**src/rtl/cpu_clock_ctrl_pkg.sv**
```systemverilog
// Shared encodings and helpers for the CPU run-control sequencer.
// Mode codes come from the board switches; state codes are shown on the LEDs.
package cpu_clock_ctrl_pkg;

  typedef enum logic [1:0] {
    MODE_STOP = 2'b00,
    MODE_STEP = 2'b01,
    MODE_SLOW = 2'b10,
    MODE_FAST = 2'b11
  } mode_e;

  typedef enum logic [2:0] {
    ST_STOP   = 3'd0,
    ST_STEP   = 3'd1,
    ST_SLOW   = 3'd2,
    ST_FAST   = 3'd3,
    ST_HALTED = 3'd4
  } state_e;

  // ceil(log2(n)), never less than 1 so a counter always has at least one bit
  function automatic int clog2(input int n);
    int r;
    r = 1;
    for (int i = 1; i < 31; i++) begin
      if ((1 << i) < n) r = i + 1;
    end
    return r;
  endfunction

  function automatic state_e mode_to_state(input mode_e m);
    state_e s;
    case (m)
      MODE_STEP: s = ST_STEP;
      MODE_SLOW: s = ST_SLOW;
      MODE_FAST: s = ST_FAST;
      default:   s = ST_STOP;
    endcase
    return s;
  endfunction

endpackage

```
**src/rtl/cpu_clock_controller_debouncer.sv**
```systemverilog
// Step push-button conditioning: two-flop synchronizer, stability counter,
// and a registered one-cycle pulse on each accepted rising level.
module button_debouncer
  import cpu_clock_ctrl_pkg::*;
#(
  parameter int DEBOUNCE_CYCLES = 1_000_000
) (
  input  logic clk,
  input  logic reset,
  input  logic btn_raw,
  output logic btn_level,
  output logic btn_rise
);

  localparam int CNT_W = clog2(DEBOUNCE_CYCLES + 1);
  localparam logic [CNT_W-1:0] CNT_LAST = CNT_W'(DEBOUNCE_CYCLES - 1);

  logic [1:0]       sync_q, sync_d;
  logic [CNT_W-1:0] cnt_q, cnt_d;
  logic             level_q, level_d;
  logic             level_prev_q, level_prev_d;
  logic             rise_q, rise_d;

  always_comb begin
    sync_d       = {sync_q[0], btn_raw};
    level_d      = level_q;
    cnt_d        = '0;
    // Any return to the held level restarts the stability window.
    if (sync_q[1] != level_q) begin
      if (cnt_q == CNT_LAST) level_d = sync_q[1];
      else                   cnt_d   = cnt_q + CNT_W'(1);
    end
    level_prev_d = level_q;
    rise_d       = level_q & ~level_prev_q;
  end

  always_ff @(posedge clk) begin
    if (reset) begin
      sync_q       <= '0;
      cnt_q        <= '0;
      level_q      <= 1'b0;
      level_prev_q <= 1'b0;
      rise_q       <= 1'b0;
    end else begin
      sync_q       <= sync_d;
      cnt_q        <= cnt_d;
      level_q      <= level_d;
      level_prev_q <= level_prev_d;
      rise_q       <= rise_d;
    end
  end

  assign btn_level = level_q;
  assign btn_rise  = rise_q;

endmodule

```
**src/rtl/cpu_clock_controller.sv**
```systemverilog
// Run-control sequencer gating the MIPS core with a one-cycle clock enable.
//   state  | meaning
//   STOP   | CPU idle, no enables
//   STEP   | one enable per debounced button press
//   SLOW   | one enable every SLOW_DIV cycles
//   FAST   | enable every cycle
//   HALTED | CPU reported halt; held until resume
module cpu_clock_controller
  import cpu_clock_ctrl_pkg::*;
#(
  parameter int SLOW_DIV        = 20_000_000,
  parameter int DEBOUNCE_CYCLES = 1_000_000
) (
  input  logic        clk,
  input  logic        reset,
  input  logic [1:0]  mode,
  input  logic        step_btn,
  input  logic        cpu_halt,
  input  logic        resume,
  output logic        cpu_en,
  output logic [2:0]  state_out,
  output logic [31:0] cycle_count
);

  localparam int SLOW_W = clog2(SLOW_DIV + 1);
  localparam logic [SLOW_W-1:0] SLOW_LAST = SLOW_W'(SLOW_DIV - 1);

  state_e             state_q, state_d;
  logic [SLOW_W-1:0]  slow_cnt_q, slow_cnt_d;
  logic               tick_q, tick_d;
  logic               halt_latch_q, halt_latch_d;
  logic               cpu_halt_dly_q, cpu_halt_dly_d;
  logic               cpu_en_q, cpu_en_d;
  logic [31:0]        cycle_count_q, cycle_count_d;
  logic               halt_set;
  logic               step_req;
  logic               step_level_unused;

  button_debouncer #(
    .DEBOUNCE_CYCLES(DEBOUNCE_CYCLES)
  ) u_step_debouncer (
    .clk      (clk),
    .reset    (reset),
    .btn_raw  (step_btn),
    .btn_level(step_level_unused),
    .btn_rise (step_req)
  );

  always_comb begin
    halt_set       = cpu_halt & ~cpu_halt_dly_q;
    cpu_halt_dly_d = cpu_halt;
    // A new halt edge beats a simultaneous resume.
    halt_latch_d   = halt_set | (halt_latch_q & ~resume);
    state_d        = halt_latch_d ? ST_HALTED : mode_to_state(mode_e'(mode));

    slow_cnt_d = '0;
    tick_d     = 1'b0;
    if (state_q == ST_SLOW) begin
      if (slow_cnt_q == SLOW_LAST) tick_d     = 1'b1;
      else                         slow_cnt_d = slow_cnt_q + SLOW_W'(1);
    end

    // Suppressing on the halt edge itself keeps any instruction from
    // slipping through after the CPU reports halt.
    cpu_en_d = ~halt_set & ((state_q == ST_FAST) |
                            ((state_q == ST_SLOW) & tick_q) |
                            ((state_q == ST_STEP) & step_req));

    cycle_count_d = cycle_count_q + {31'd0, cpu_en_q};
  end

  always_ff @(posedge clk) begin
    if (reset) begin
      state_q        <= ST_STOP;
      slow_cnt_q     <= '0;
      tick_q         <= 1'b0;
      halt_latch_q   <= 1'b0;
      cpu_halt_dly_q <= 1'b0;
      cpu_en_q       <= 1'b0;
      cycle_count_q  <= '0;
    end else begin
      state_q        <= state_d;
      slow_cnt_q     <= slow_cnt_d;
      tick_q         <= tick_d;
      halt_latch_q   <= halt_latch_d;
      cpu_halt_dly_q <= cpu_halt_dly_d;
      cpu_en_q       <= cpu_en_d;
      cycle_count_q  <= cycle_count_d;
    end
  end

  assign cpu_en      = cpu_en_q;
  assign state_out   = state_q;
  assign cycle_count = cycle_count_q;

endmodule

```
**config.mk**
```make
export PLATFORM = sky130hd
export DESIGN_NAME = cpu_clock_controller
export DESIGN_NICKNAME = d
export VERILOG_FILES = /design/src/rtl/cpu_clock_ctrl_pkg.sv /design/src/rtl/cpu_clock_controller_debouncer.sv /design/src/rtl/cpu_clock_controller.sv
export SDC_FILE = /design/constraint.sdc
export NUM_CORES = 1
export LEC_CHECK = 0
export CORE_ASPECT_RATIO = 1.75
export CORE_MARGIN = 5
export CORE_UTILIZATION = 34
export DETAILED_ROUTE_END_ITERATION = 8
export DONT_BUFFER_PORTS = 1
export PLACE_DENSITY = 0.55
export SLEW_MARGIN = 10
export SYNTH_ARGS = -nofsm -noshare
export SYNTH_HDL_FRONTEND = slang
export SYNTH_SLANG_ARGS = --single-unit
```
**constraint.sdc**
```tcl
create_clock -name clk -period 2.43 [get_ports clk]
set_clock_uncertainty 0.1 [all_clocks]
set_input_delay 0.6075 -clock clk [delete_from_list [all_inputs] [get_ports clk]]
set_output_delay 0.6075 -clock clk [all_outputs]
set_load 0.005 [all_outputs]
```
Word-level counts from Yosys, hierarchy flattened:

Index checks and enable logic that the tools add are counted.

* bits of input ports: 7
* output and inout bits: 36
* register bits after elaboration: 89
* logic and storage cells: 48

* multiplexer cells: 3
* bitwise gates (word level): 15
* $add $sub $neg: 3
* reductions and logical operators: 5
* eq/ne operators: 9

Operators by type and width (count)
* adder 32 x 1 -> 32 bit: 1
* adder 25 x 1 -> 25 bit, second input constant: 1
* equality test 25 bit, second input constant: 1
* adder 20 x 1 -> 20 bit, second input constant: 1
* equality test 20 bit, second input constant: 1
* bitwise AND 1 bit: 6
* equality test 3 x 2 -> 1 bit, second input constant: 2
* inverter 1 bit: 6
* one-hot mux 2 bit (3 select lines): 1
* OR reduction 3 bit: 2
* equality test 2 bit, second input constant: 2
* OR reduction 2 bit: 2
* equality test 3 x 1 -> 1 bit, second input constant: 1
* two-way mux 3 bit: 1
* bitwise OR 1 bit: 3
* equality test 2 x 1 -> 1 bit, second input constant: 1
* AND reduction 2 bit: 1
* two-way mux 1 bit: 1
* != test 1 bit: 1

Depth between registers and ports, before layout:

* depth after elaboration: 5
* mapped depth: 8
* gate-level depth less buffers: 6

Modules after synthesis:

A second synthesis with hierarchy kept.

* cell total of the unflattened synthesis: 450
* area, all modules: 4028.9 um2

By module, submodules not included
* cpu_clock_controller: area an instance 2946.6 um2, sequential area each 1261.2 um2, cells each 327, times used 1
* button_debouncer: area an instance 1082.3 um2, sequential area each 500.5 um2, cells each 123, times used 1

Least setup slack after synthesis:

OpenSTA, ideal clock, no wires.

* path type: in2reg
* from: input reset
* to: register slow_cnt_q[24]
* stages: 5
* library setup time: 0.075 ns
* required time: 2.255 ns
* arrival time: 2.007 ns
* path slack: 0.248 ns
* path buffers: 2
* path through: clkbuf_1 or4b_2 clkbuf_1 or3_1 o22ai_1

* cells in the longest elaborated chain, start to end: 1

RTL lines
* start: declaration: line cpu_clock_controller.sv:15 `input logic reset,`
* OR reduction 3 bit (no line)
* end signal: assignment: line cpu_clock_controller.sv:83 `slow_cnt_q <= slow_cnt_d;`
* end: declaration: line cpu_clock_controller.sv:29 `logic [SLOW_W-1:0] slow_cnt_q, slow_cnt_d;`

Every way passes these cells.
A chain may end at the register's enable or synchronous reset.

Final worst setup path:

* from: register u_step_debouncer.cnt_q[0]
* to: register u_step_debouncer.cnt_q[18]

* cells in the longest elaborated chain, start to end: 2
* elaborated cells between the ends (all ways): 3
* classes of those cells: add/sub (1); eq/ne (1); reduce/logical (1)

RTL lines
* start: declaration: line cpu_clock_controller_debouncer.sv:19 `logic [CNT_W-1:0] cnt_q, cnt_d;`
* start signal: assignment: line cpu_clock_controller_debouncer.sv:46 `cnt_q <= cnt_d;`
* parallel branches: the longest is 2 deep, another holds adder 20 x 1 -> 20 bit

Several ways; the timed one is not identified.

==> summary.txt <==
Power per cell area: 635 nW/um^2
Clk_lat worst skew: 340 ps
Most used DFF post-synth: dfxtp_1
Worst Path Arrival: 2390 ps
CTS tree: done
Cell taking the most area after synthesis: dfxtp_1
R2R depth: 5
Setup Buffers After CTS: 0
Commonest non-fill, non-tap cell in the layout: dfxtp_1
Final min period: 2220 ps
DR WL/cell: 15.5 um
Most frequent cells in the layout: dfxtp_1, nor2_1, a21oi_1
EDFF count, synth: 0
Total Wirelength: 9570 um
Post-CTS sizing: 0
Die Y-Extent: 156 um
Root Buffer: clkbuf_16
Die Wd: 93.2 um
Rows: 53
Ys async rst share: 0%
Die area: 14500 um^2
Final GP Congestion: 0.786
Synth Instances: 478
Num CTS Buffers: 9
Starting density of the core: 34.5%
H-tree levels: 3
Hold_sp: reset
Synth Area per Inst: 8.61 um^2
Clk sink count: 88
Cts hold-fix bufs: 0
DRC viols: 0
Reg-to-Reg Start: u_step_debouncer.cnt_q[0]
IO Port Bufs: 0
Max_cap viols: 0
Sequential share of the synthesized area: 42.8%
Routed vias: 3505
Post-route ant nets: 0
Leakage: 1.37 nW
Slew @ Worst Pin: 470 ps
Initial DRC count: 204
Number of synthesized register bits: 88
Slew Limit Headroom: 68.6%
Flop-to-flop setup slack: 210 ps
Number of diodes: 0
Hold Path End: cycle_count[19]
Post-synth net total: 490
Routed vias/inst: 5.67
Fin util: 38.4%
Area contributors post-synth: dfxtp_1, a21oi_1, or4_1
Peak supply drop: 0.404 mV
Hold WC Path Type: in -> reg
Startpoint Class: flop
Synthesis Warnings: 0
Grt ovf: 0
CP Class: reg -> reg
Required @ worst endpoint: 2600 ps
Cell area after synthesis: 4110 um^2
Core area: 11900 um^2
DRT Pass-1 Iters: 4
First-pass GRT wire length: 16200 um
R2R Path End: u_step_debouncer.cnt_q[18]
Synth unique cells: 47
Hpwl dp: 7010 um
Final #Nets: 488
Clock buffer depth: 2
GRT Total Usage: 13.8%
Status: completed
Largest net degree at the start of global routing: 47
CTS clk-pin slew, worst paths: 60 ps
Io pins: 43
Final Max Tran Viols: 0
Vias in the first global route: 3362
Critical Path Fanout Max: 8
TNS Setup: 0 ps
Fmax: 0.451 GHz
Area Overhead vs Synth: 11.5%
Antenna violations before repair: 2
Period Utilization, post-route: 91.2%
Final setup vio count: 0
Share of cells above drive strength 1: 8.94%
WHS Path Cells: 1
Hold Fails Final Rpt: 0
CP Capture Type: flop
RSZ-0062 raised after global routing: false
Post-synth top area share: 42.8%
==> state kept, by name, summed over array words and instances, names as in the netlist <==
register                       count
u_step_debouncer.level_prev_q      1
u_step_debouncer.sync_q            2
u_step_debouncer.btn_rise          1
slow_cnt_q                        25
cpu_halt_dly_q                     1
u_step_debouncer.btn_level         1
cycle_count                       32
u_step_debouncer.cnt_q            20
state_out                          3
cpu_en                             1
tick_q                             1
==> critical path, cell delays in order (launching register included) <==
cell and delay (ps):
dfxtp_1 390, ha_1 240, nand2_1 100, or4_1 660, or4_4 530, a21oi_2 140
==> worst max-delay path by stage <==
stage	startpoint	to	slack, ps	depth (start not counted)
6_report	u_step_debouncer.cnt_q[0]	u_step_debouncer.cnt_q[18]	210	5
5_1_grt	u_step_debouncer.cnt_q[0]	u_step_debouncer.cnt_q[18]	100	5
2_1_floorplan	reset	slow_cnt_q[24]	250	5
3_5_place_dp	cycle_count[0]	cycle_count[24]	120	6
4_1_cts	cycle_count[0]	cycle_count[24]	90	6
3_3_place_gp	cpu_en	cycle_count[18]	200	6
==> metal layers <==
metal | share of wire [%] | vias to the layer above | global-route usage [%] | wire length (um)
li1 | - | 1755 | - | -
met5 | 0.26 | - | 0 | 25
met2 | 52 | 69 | 24.2 | 4940
met1 | 39 | 1657 | 14.9 | 3730
met4 | 2.6 | 4 | 5.73 | 252
met3 | 6.6 | 20 | 4.89 | 630
==> metrics by stage <==
step	setup WS (ps)	hold slack (ps)	instances	instance area, um^2	power (W)
2_1_floorplan	248	267	478	4110	0.00151
3_3_place_gp	203	274	602	4270	0.00151
3_5_place_dp	116	279	602	4270	0.00151
4_1_cts	86.1	220	618	4580	0.00296
5_1_grt	99.9	218	618	4590	0.00302
6_report	213	240	618	4590	0.00291
==> power breakdown <==
part / internal [W] / leakage, nW / switching [W] / total, W
clock: 0.000860 / 0.152 / 0.000577 / 0.00144
combinational: 0.00000935 / 0.505 / 0.0000125 / 0.0000219
sequential: 0.00145 / 0.710 / 0.00000628 / 0.00145
total: 0.00232 / 1.37 / 0.000595 / 0.00291
==> synthesized netlist by cell type (4+ instances only) <==
library cell,n
xor2_1,17
nor4_1,8
and3_1,8
inv_1,11
buf_2,4
o31ai_1,21
clkbuf_1,18
or4_1,24
nor2b_1,11
nand4_1,21
a21oi_1,37
nand3_1,32
ha_1,5
and4_1,10
or3_1,13
nand2_1,30
dfxtp_1,88
nor2_1,40
nor3_1,7
o21ai_0,15
xnor2_1,15
and2_1,7
==> layout make-up <==
cell class,instances,area [um^2]
Clock inverter,5,63.8
Multi-Input combinational cell,354,2210
Timing Repair Buffer,12,90.1
Tap cell,137,171
Sequential cell,88,1760
Fill cell,1231,7350
Inverter,11,41.3
Clock buffer,11,253
==> kinds of logic after synthesis <==
logic type	after synthesis	share of synthesized area [%]
compound gates	83	12.2
xor+xnor	32	6.81
fa+ha+maj	5	1.52
buf+inv	36	3.68
flops	88	42.8
mux	2	0.547
simple gates	232	32.5
Note: power is estimated with default switching activity, not from simulation.
